`config.mk`:
```
export PLATFORM = sky130hd
export DESIGN_NAME = riscv_i32c_fetch_align
export DESIGN_NICKNAME = d
export VERILOG_FILES = /design/src/rtl/riscv_i32c_fetch_align.sv
export SDC_FILE = /design/constraint.sdc
export NUM_CORES = 1
export LEC_CHECK = 0
export ABC_AREA = 1
export CELL_PAD_IN_SITES_DETAIL_PLACEMENT = 2
export CELL_PAD_IN_SITES_GLOBAL_PLACEMENT = 2
export CORE_UTILIZATION = 32
export DETAILED_ROUTE_END_ITERATION = 12
export HOLD_SLACK_MARGIN = 0.03
export PLACE_DENSITY_LB_ADDON = 0.1
export SETUP_SLACK_MARGIN = 0.02
export SLEW_MARGIN = 20
export SYNTH_ARGS = -nofsm -noshare
export SYNTH_HDL_FRONTEND = slang
export SYNTH_SLANG_ARGS = --single-unit
```
`constraint.sdc`:
```
create_clock -name clk -period 3.9 [get_ports clk]
set_input_delay 0.585 -clock clk [delete_from_list [all_inputs] [get_ports clk]]
set_output_delay 0.585 -clock clk [all_outputs]
set_load 0.03 [all_outputs]
```
`src/rtl/riscv_i32c_fetch_align.sv`:
```
// Fetch aligner for RV32IC: returns a 32-bit instruction window at any halfword address,
// using a one-word hold buffer so that aligned and compressed hits skip the SRAM.
module riscv_i32c_fetch_align #(
  parameter int SRAM_AW = 14
) (
  input  logic               clk,
  input  logic               reset_n,
  input  logic               flush,
  input  logic               req_valid,
  input  logic [31:0]        req_address,
  output logic               req_ready,
  output logic               resp_valid,
  output logic [31:0]        resp_data,
  output logic               sram_select,
  output logic [SRAM_AW-1:0] sram_address,
  input  logic [31:0]        sram_read_data
);

  typedef enum logic [1:0] {IDLE, FIRST, LAST, RESP} state_t;

  state_t      state, state_nxt;
  logic        run;           // rises on the first edge after reset release
  logic        hold_valid;
  logic [29:0] hold_word;
  logic [31:0] hold_data;
  logic [29:0] cur_word;
  logic        cur_mis;

  logic [29:0] req_word, rd_word, hold_word_nxt;
  logic        accept, hit, hold_hi_32, hold_ld;
  logic        addr_unused;

  assign req_word     = req_address[31:2];
  assign hit          = hold_valid && (hold_word == req_word);
  assign hold_hi_32   = (hold_data[17:16] == 2'b11);
  assign req_ready    = run && (state == IDLE) && !flush;
  assign accept       = req_valid && req_ready;
  assign sram_address = rd_word[SRAM_AW-1:0];
  assign addr_unused  = ^{req_address[0], rd_word};

  always_comb begin
    state_nxt     = state;
    sram_select   = 1'b0;
    rd_word       = req_word;
    resp_valid    = 1'b0;
    resp_data     = '0;
    hold_ld       = 1'b0;
    hold_word_nxt = cur_word;
    case (state)
      IDLE: if (accept) begin
        if (hit && (!req_address[1] || !hold_hi_32)) begin
          state_nxt = RESP;
        end else begin
          sram_select = 1'b1;
          // a misaligned hit already has the low half; fetch the following word only
          rd_word     = (req_address[1] && hit) ? req_word + 30'd1 : req_word;
          state_nxt   = (req_address[1] && !hit) ? FIRST : LAST;
        end
      end
      FIRST: if (!flush) begin
        sram_select   = 1'b1;
        rd_word       = cur_word + 30'd1;
        hold_ld       = 1'b1;
        hold_word_nxt = cur_word;
        state_nxt     = LAST;
      end
      LAST: if (!flush) begin
        resp_valid    = 1'b1;
        resp_data     = cur_mis ? {sram_read_data[15:0], hold_data[31:16]} : sram_read_data;
        hold_ld       = 1'b1;
        hold_word_nxt = cur_mis ? cur_word + 30'd1 : cur_word;
        state_nxt     = IDLE;
      end
      RESP: if (!flush) begin
        resp_valid = 1'b1;
        resp_data  = cur_mis ? {16'h0, hold_data[31:16]} : hold_data;
        state_nxt  = IDLE;
      end
    endcase
  end

  always_ff @(posedge clk or negedge reset_n) begin
    if (!reset_n) begin
      state      <= IDLE;
      run        <= 1'b0;
      hold_valid <= 1'b0;
      hold_word  <= '0;
      hold_data  <= '0;
      cur_word   <= '0;
      cur_mis    <= 1'b0;
    end else begin
      run <= 1'b1;
      if (flush) begin
        state      <= IDLE;
        hold_valid <= 1'b0;
      end else begin
        state <= state_nxt;
        if (hold_ld) begin
          hold_valid <= 1'b1;
          hold_word  <= hold_word_nxt;
          hold_data  <= sram_read_data;
        end
      end
      if (accept) begin
        cur_word <= req_word;
        cur_mis  <= req_address[1];
      end
    end
  end

endmodule
```
# Word-level counts from Yosys, hierarchy flattened
# Cells that the tools add are included.
[totals] romBits=0 inputBits=68 n_memories=0 reg_bits=97 latch_bits=0 out_inout_bits=49 mem_bits_rw=0
[op_classes] div=0 n_lt_le_gt_ge=0 n_shift=0 addsub=2 bitwise=1 n_reduce_logical=17 muxes=25 n_mul=0 n_eq_ne=6
[ops] op="$mux W32" n=4
[ops] op="$pmux W32 S2" n=1
[ops] op="$mux W30" n=2
[ops] op="$mux W14" n=4
[ops] op="$add A30 B1 Y30 const B" n=1
[ops] op="$eq A30 B30 Y1" n=1
[ops] op="$pmux W14 S2" n=1
[ops] op="$add A14 B1 Y14 const B" n=1
[ops] op="$mux W2" n=4
[ops] op="$logic_and A1 B1 Y1" n=7
[ops] op="$mux W1" n=7
[ops] op="$eq A2 B2 Y1 const B" n=3
[ops] op="$pmux W2 S3" n=1
[ops] op="$logic_not A1 Y1" n=4
[ops] op="$reduce_or A2 Y1" n=2
[ops] op="$ne A3 B3 Y1 const B" n=1
[ops] op="$eq A2 B1 Y1 const B" n=1
[ops] op="$logic_not A2 Y1" n=1
[ops] op="$pmux W1 S2" n=1
[ops] op="$reduce_and A2 Y1" n=1
[ops] op="$reduce_bool A2 Y1" n=1
[ops] op="$logic_or A1 B1 Y1" n=1
[ops] op="$not A1 Y1" n=1

# Logic depth before layout (Yosys ltp)
[depth] ltp_word=9 mapped_depth=15

# Least setup slack after synthesis
# No wires, ideal clock.
[synth_path] path_type="reg-to-output" start="register state[0]" end="output sram_address[1]" stages_incl_launch_ff=12 setup_slack_ns=1.066 arrival_time_ns=2.249 path_buffers=1 path_cell_list="dfrtp_1 > inv_1 > ha_1 > buf_4 > nand2_2 > nor2_4 > nand2_4 > nor2_8 > inv_2 > nor2_4 > nor2_1 > o21ai_0"
[synth_via] elab_chain_len=6 word_cells_on_any_way=7
[synth_lines] item="start: declaration" line_no="21" source="state_t state, state_nxt;"
[synth_lines] item="start signal: assignment" line_no="97" source="state <= state_nxt;"
[synth_lines] item="$logic_not A2 Y1" line_no="36" source="assign req_ready = run && (state == IDLE) && !flush;"
[synth_lines] item="$logic_and A1 B1 Y1 (2 in series)" line_no="36"
[synth_lines] item="named net req_ready" line_no="11" source="output logic req_ready,"
[synth_lines] item="$logic_and A1 B1 Y1" line_no="37" source="assign accept = req_valid && req_ready;"
[synth_lines] item="$mux W14" line_no="50" source="IDLE: if (accept) begin"
[synth_lines] item="$pmux W14 S2" line_no="49" source="case (state)"
[synth_lines] item="end: declaration" line_no="15" source="output logic [SRAM_AW-1:0] sram_address,"
# The timed path passes the listed nets, and every way through them passes these cells.

# Final worst setup path
[layout_path] start="input req_address[15]" end="output sram_address[12]"
[layout_via] elab_chain_len=7 word_cells_on_any_way=8
[layout_lines] item="start: declaration" line_no="10" source="input logic [31:0] req_address,"
[layout_lines] item="$eq A30 B30 Y1 *" line_no="34" source="assign hit = hold_valid && (hold_word == req_word);"
[layout_lines] item="$logic_and A1 B1 Y1 *" line_no="34"
[layout_lines] item="$logic_and A1 B1 Y1" line_no="56" source="rd_word = (req_address[1] && hit) ? req_word + 30'd1 : req_word;"
[layout_lines] item="$mux W14" line_no="56"
[layout_lines] item="$mux W14 *" line_no="51" source="if (hit && (!req_address[1] || !hold_hi_32)) begin"
[layout_lines] item="$mux W14 *" line_no="50"
[layout_lines] item="$pmux W14 S2 *" line_no="49"
# Mark *: on every way between the ends. The rest lies on a longest branch, timed or not.

==> results by group <==
Run status
  – Status: finished, final reports clean

Timing
  – Min cycle time layout: about 3.7 ns
  – Slew Limit Fails: 0
  – Worst slew slack as a fraction of its limit: 44.8%
  – RSZ-0062 raised after global routing: no
  – Max Clk Rate: 0.269 GHz
  – Crit share post-route: between 90% and 100%
  – Hold Violations, Final: 0
  – Sum Neg Setup Slack: 0 ns
  – Slew @ Worst Pin: between 0.8 and 0.9 ns
  – Clk_skew: 0.0104 ns
  – # setup viols final: 0

Finish
  – Utilization after layout: a little over 40%
  – Ant diodes: 0
  – Area Growth Syn to Fin: 26.9%
  – Design area: ~8700 sq um
  – Share of layout cells above drive strength 1: between 10 and 15%
  – Fin nets: roughly 1200
  – Filler instances: approximately 2600

Logic synthesis
  – Predominant post-synthesis flop cell: dfrtp_1
  – Top cells by area, synth: dfrtp_1 35%, nand2_1 20%, o21ai_0 7.3%, inv_1 6.1%, nor2_1 4.1%
  – Mapped Area: approximately 6900 sq um
  – Share of the synthesized area in the top cell type: a little over a third
  – Yosys Warn Count: 0
  – Register area share after synthesis: between 30% and 40%
  – Area leader, netlist: dfrtp_1
  – Yosys reg bits: slightly below 100
  – Most common cell in the netlist: nand2_1
  – Syn_nets: 1107
  – Number of synthesized flops with an enable pin: 0
  – Syn_area_per_cell: 6.67 sq um
  – Commonest cells in the netlist: 366 x nand2_1, 112 x inv_1, 101 x o21ai_0, 97 x dfrtp_1, 76 x nor2_1
  – Post-synth ARST share: between 90% and 100%
  – Post-synth cell types: 49
  – Mapped Cells: a little over 1000

Clocking
  – Cts repair resizes: 0
  – CTS Root Cell: clkbuf_16
  – Deepest clock path buffer count: 2
  – Post-CTS setup buffer count: 0
  – H-tree Lvls: 3
  – CTS Hold Buffers Added: 0
  – Clock Latency Late Sink: around 0.36 ns
  – Clk slew on worst S/H paths: about 0.08 ns
  – CTS tree: yes
  – TritonCTS buffer count: 9
  – CTS Sinks: between 90 and 100

Critical path
  – Maximum cell stage delay along the critical path: around 0.67 ns
  – CP Launch Type: primary input
  – Most used cell, CP: nand2_1
  – Crit Path Class: in -> out
  – Worst path cell trace: clkdlybuf4s50_1, inv_1, nand2_1, nand2_1, nor2_1, nand2_1, nor2_1, nand2_1, nor2_2, nand4_1, nand2_1, nand3_1, nand2_1, clkdlybuf4s50_1
  – Critical Path Source: req_address[15]
  – CP max-delay cell: clkdlybuf4s50_1
  – Largest fanout on the critical path: 3
  – Start of the worst register-to-register path: state[1]
  – Crit. End Element: primary output
  – Worst Path Arrival: 3.14 ns
  – Required time of the critical path: 3.31 ns
  – CP bufs+invs: 3
  – CP delay by family, top: buffers and inverters

Global route
  – Final global-route overflow total: 0
  – Largest net degree at the start of global routing: between 70 and 80
  – Vias in the first global route: 8020
  – Total track usage: between 20% and 30%
  – Initial antenna violation count: 0
  – First-pass GRT wire length: ~44000 um

Place
  – IO buf count: ~120
  – GP Congestion: 0.808
  – DP HPWL: 20700 um
  – DP Area: about 8400 sq um

Route
  – Final ANT Viol Nets: 0
  – DRC: 0
  – Drt first pass iters: 5
  – DR WL/cell: 18.9 um
  – Routed WL: between 20000 and 30000 um
  – Via/cell ratio: 5.17
  – Initial DRC count: a little over 300
  – Vias: approximately 7400

Floorplan
  – IO Count: about 120
  – Std cell rows: 53
  – Initial core utilization: between 30% and 40%
  – Chip width: between 100 and 150 um
  – Height of the chip: roughly 150 um
  – Core Region: approximately 21000 sq um
  – Die area: 22100 sq um

Power
  – P per Cell Area: 642 nW/um^2
  – Max rail drop VDD: ~0.00026 V
  – LEAKAGE: between 4 and 5 nW

Min path
  – Min-delay worst type: in -> async

Run
  – Max Cap Violations: 0
-- cell type report --
cell class / count / area, sq um / share of cell area, %
clock buffers: 12 / 267 / 3.05
multi-input cells: 771 / 3830 / 43.8
repair buffers: 151 / 1370 / 15.6
inverters: 124 / 467 / 5.34
well taps: 275 / 344 / 3.94
clock inverters: 4 / 33.8 / 0.387
flip-flops and latches: 97 / 2430 / 27.8
-- final timing paths --
path,endpoint,slack (ns),cells after the start
max in group asynchronous,cur_word[10],2.94,2
worst min-delay path,hold_data[11],0.24,1
worst max register to register,state[1],1.37,12
worst max-delay path,sram_address[12],0.18,14
min in group clk,hold_data[7],0.48,2
worst min register to register,hold_data[7],0.48,2
-- metrics by stage --
| step | total power [W] | hold slack, ns | cells | worst slack (ns) |
|---|---|---|---|---|
| after detailed placement | 0.00471 | 0.458 | 1418 | 0.116 |
| after global routing | 0.00604 | 0.314 | 1434 | 0.0322 |
| after floorplan | 0.00359 | 0.289 | 1032 | 1.07 |
| after CTS | 0.00568 | 0.441 | 1434 | 0.100 |
| final | 0.00561 | 0.241 | 1434 | 0.176 |
| after global placement | 0.00458 | 0.449 | 1418 | 0.120 |
-- where the power goes --
part,total (W),switching [W],internal (W)
Sequential,0.00196,0.000494,0.00146
Combinational,0.00272,0.00175,0.000963
Clock,0.000936,0.000443,0.000493
-- cell families after synthesis --
| logic type | synth area share [%] |
|---|---|
| compound gates | 16.2 |
| fa+ha+maj | 1.27 |
| xor+xnor | 3.04 |
| other cells | 0.0545 |
| flops | 35.3 |
| simple gates | 35.0 |
| buf+inv | 9.17 |
-- sequential cells by signal, indices dropped and copies added, names as in the netlist --
register / count
hold_data: 32
cur_word: 30
hold_word: 30
state: 2
cur_mis: 1
hold_valid: 1
run: 1
-- cell usage in the layout, fill, tap and decap left out, drive strengths merged, types with 5 or more instances in the layout --
master,netlist,final
dfrtp,97,97
clkbuf,26,12
xnor2,7,7
nand4,10,10
a311oi,5,5
o22ai,8,8
nor2,91,91
nor3,8,8
clkdlybuf4s50,0,89
o21ai,119,119
a221o,5,5
or2,5,5
nand3,47,47
ha,7,7
a221oi,11,11
inv,119,121
xor2,16,16
buf,14,61
a21oi,30,30
nand2,380,380
clkinv,5,6
-- per-layer routing --
layer	up-vias	part of all wire [%]	track usage [%]
li1	3547	-	-
met3	29	2.8	2.70
met4	0	1.5	6.24
met2	122	50	45.9
met1	3710	46	33.1
met5	-	0	0
Note: power is estimated with default switching activity, not from simulation.
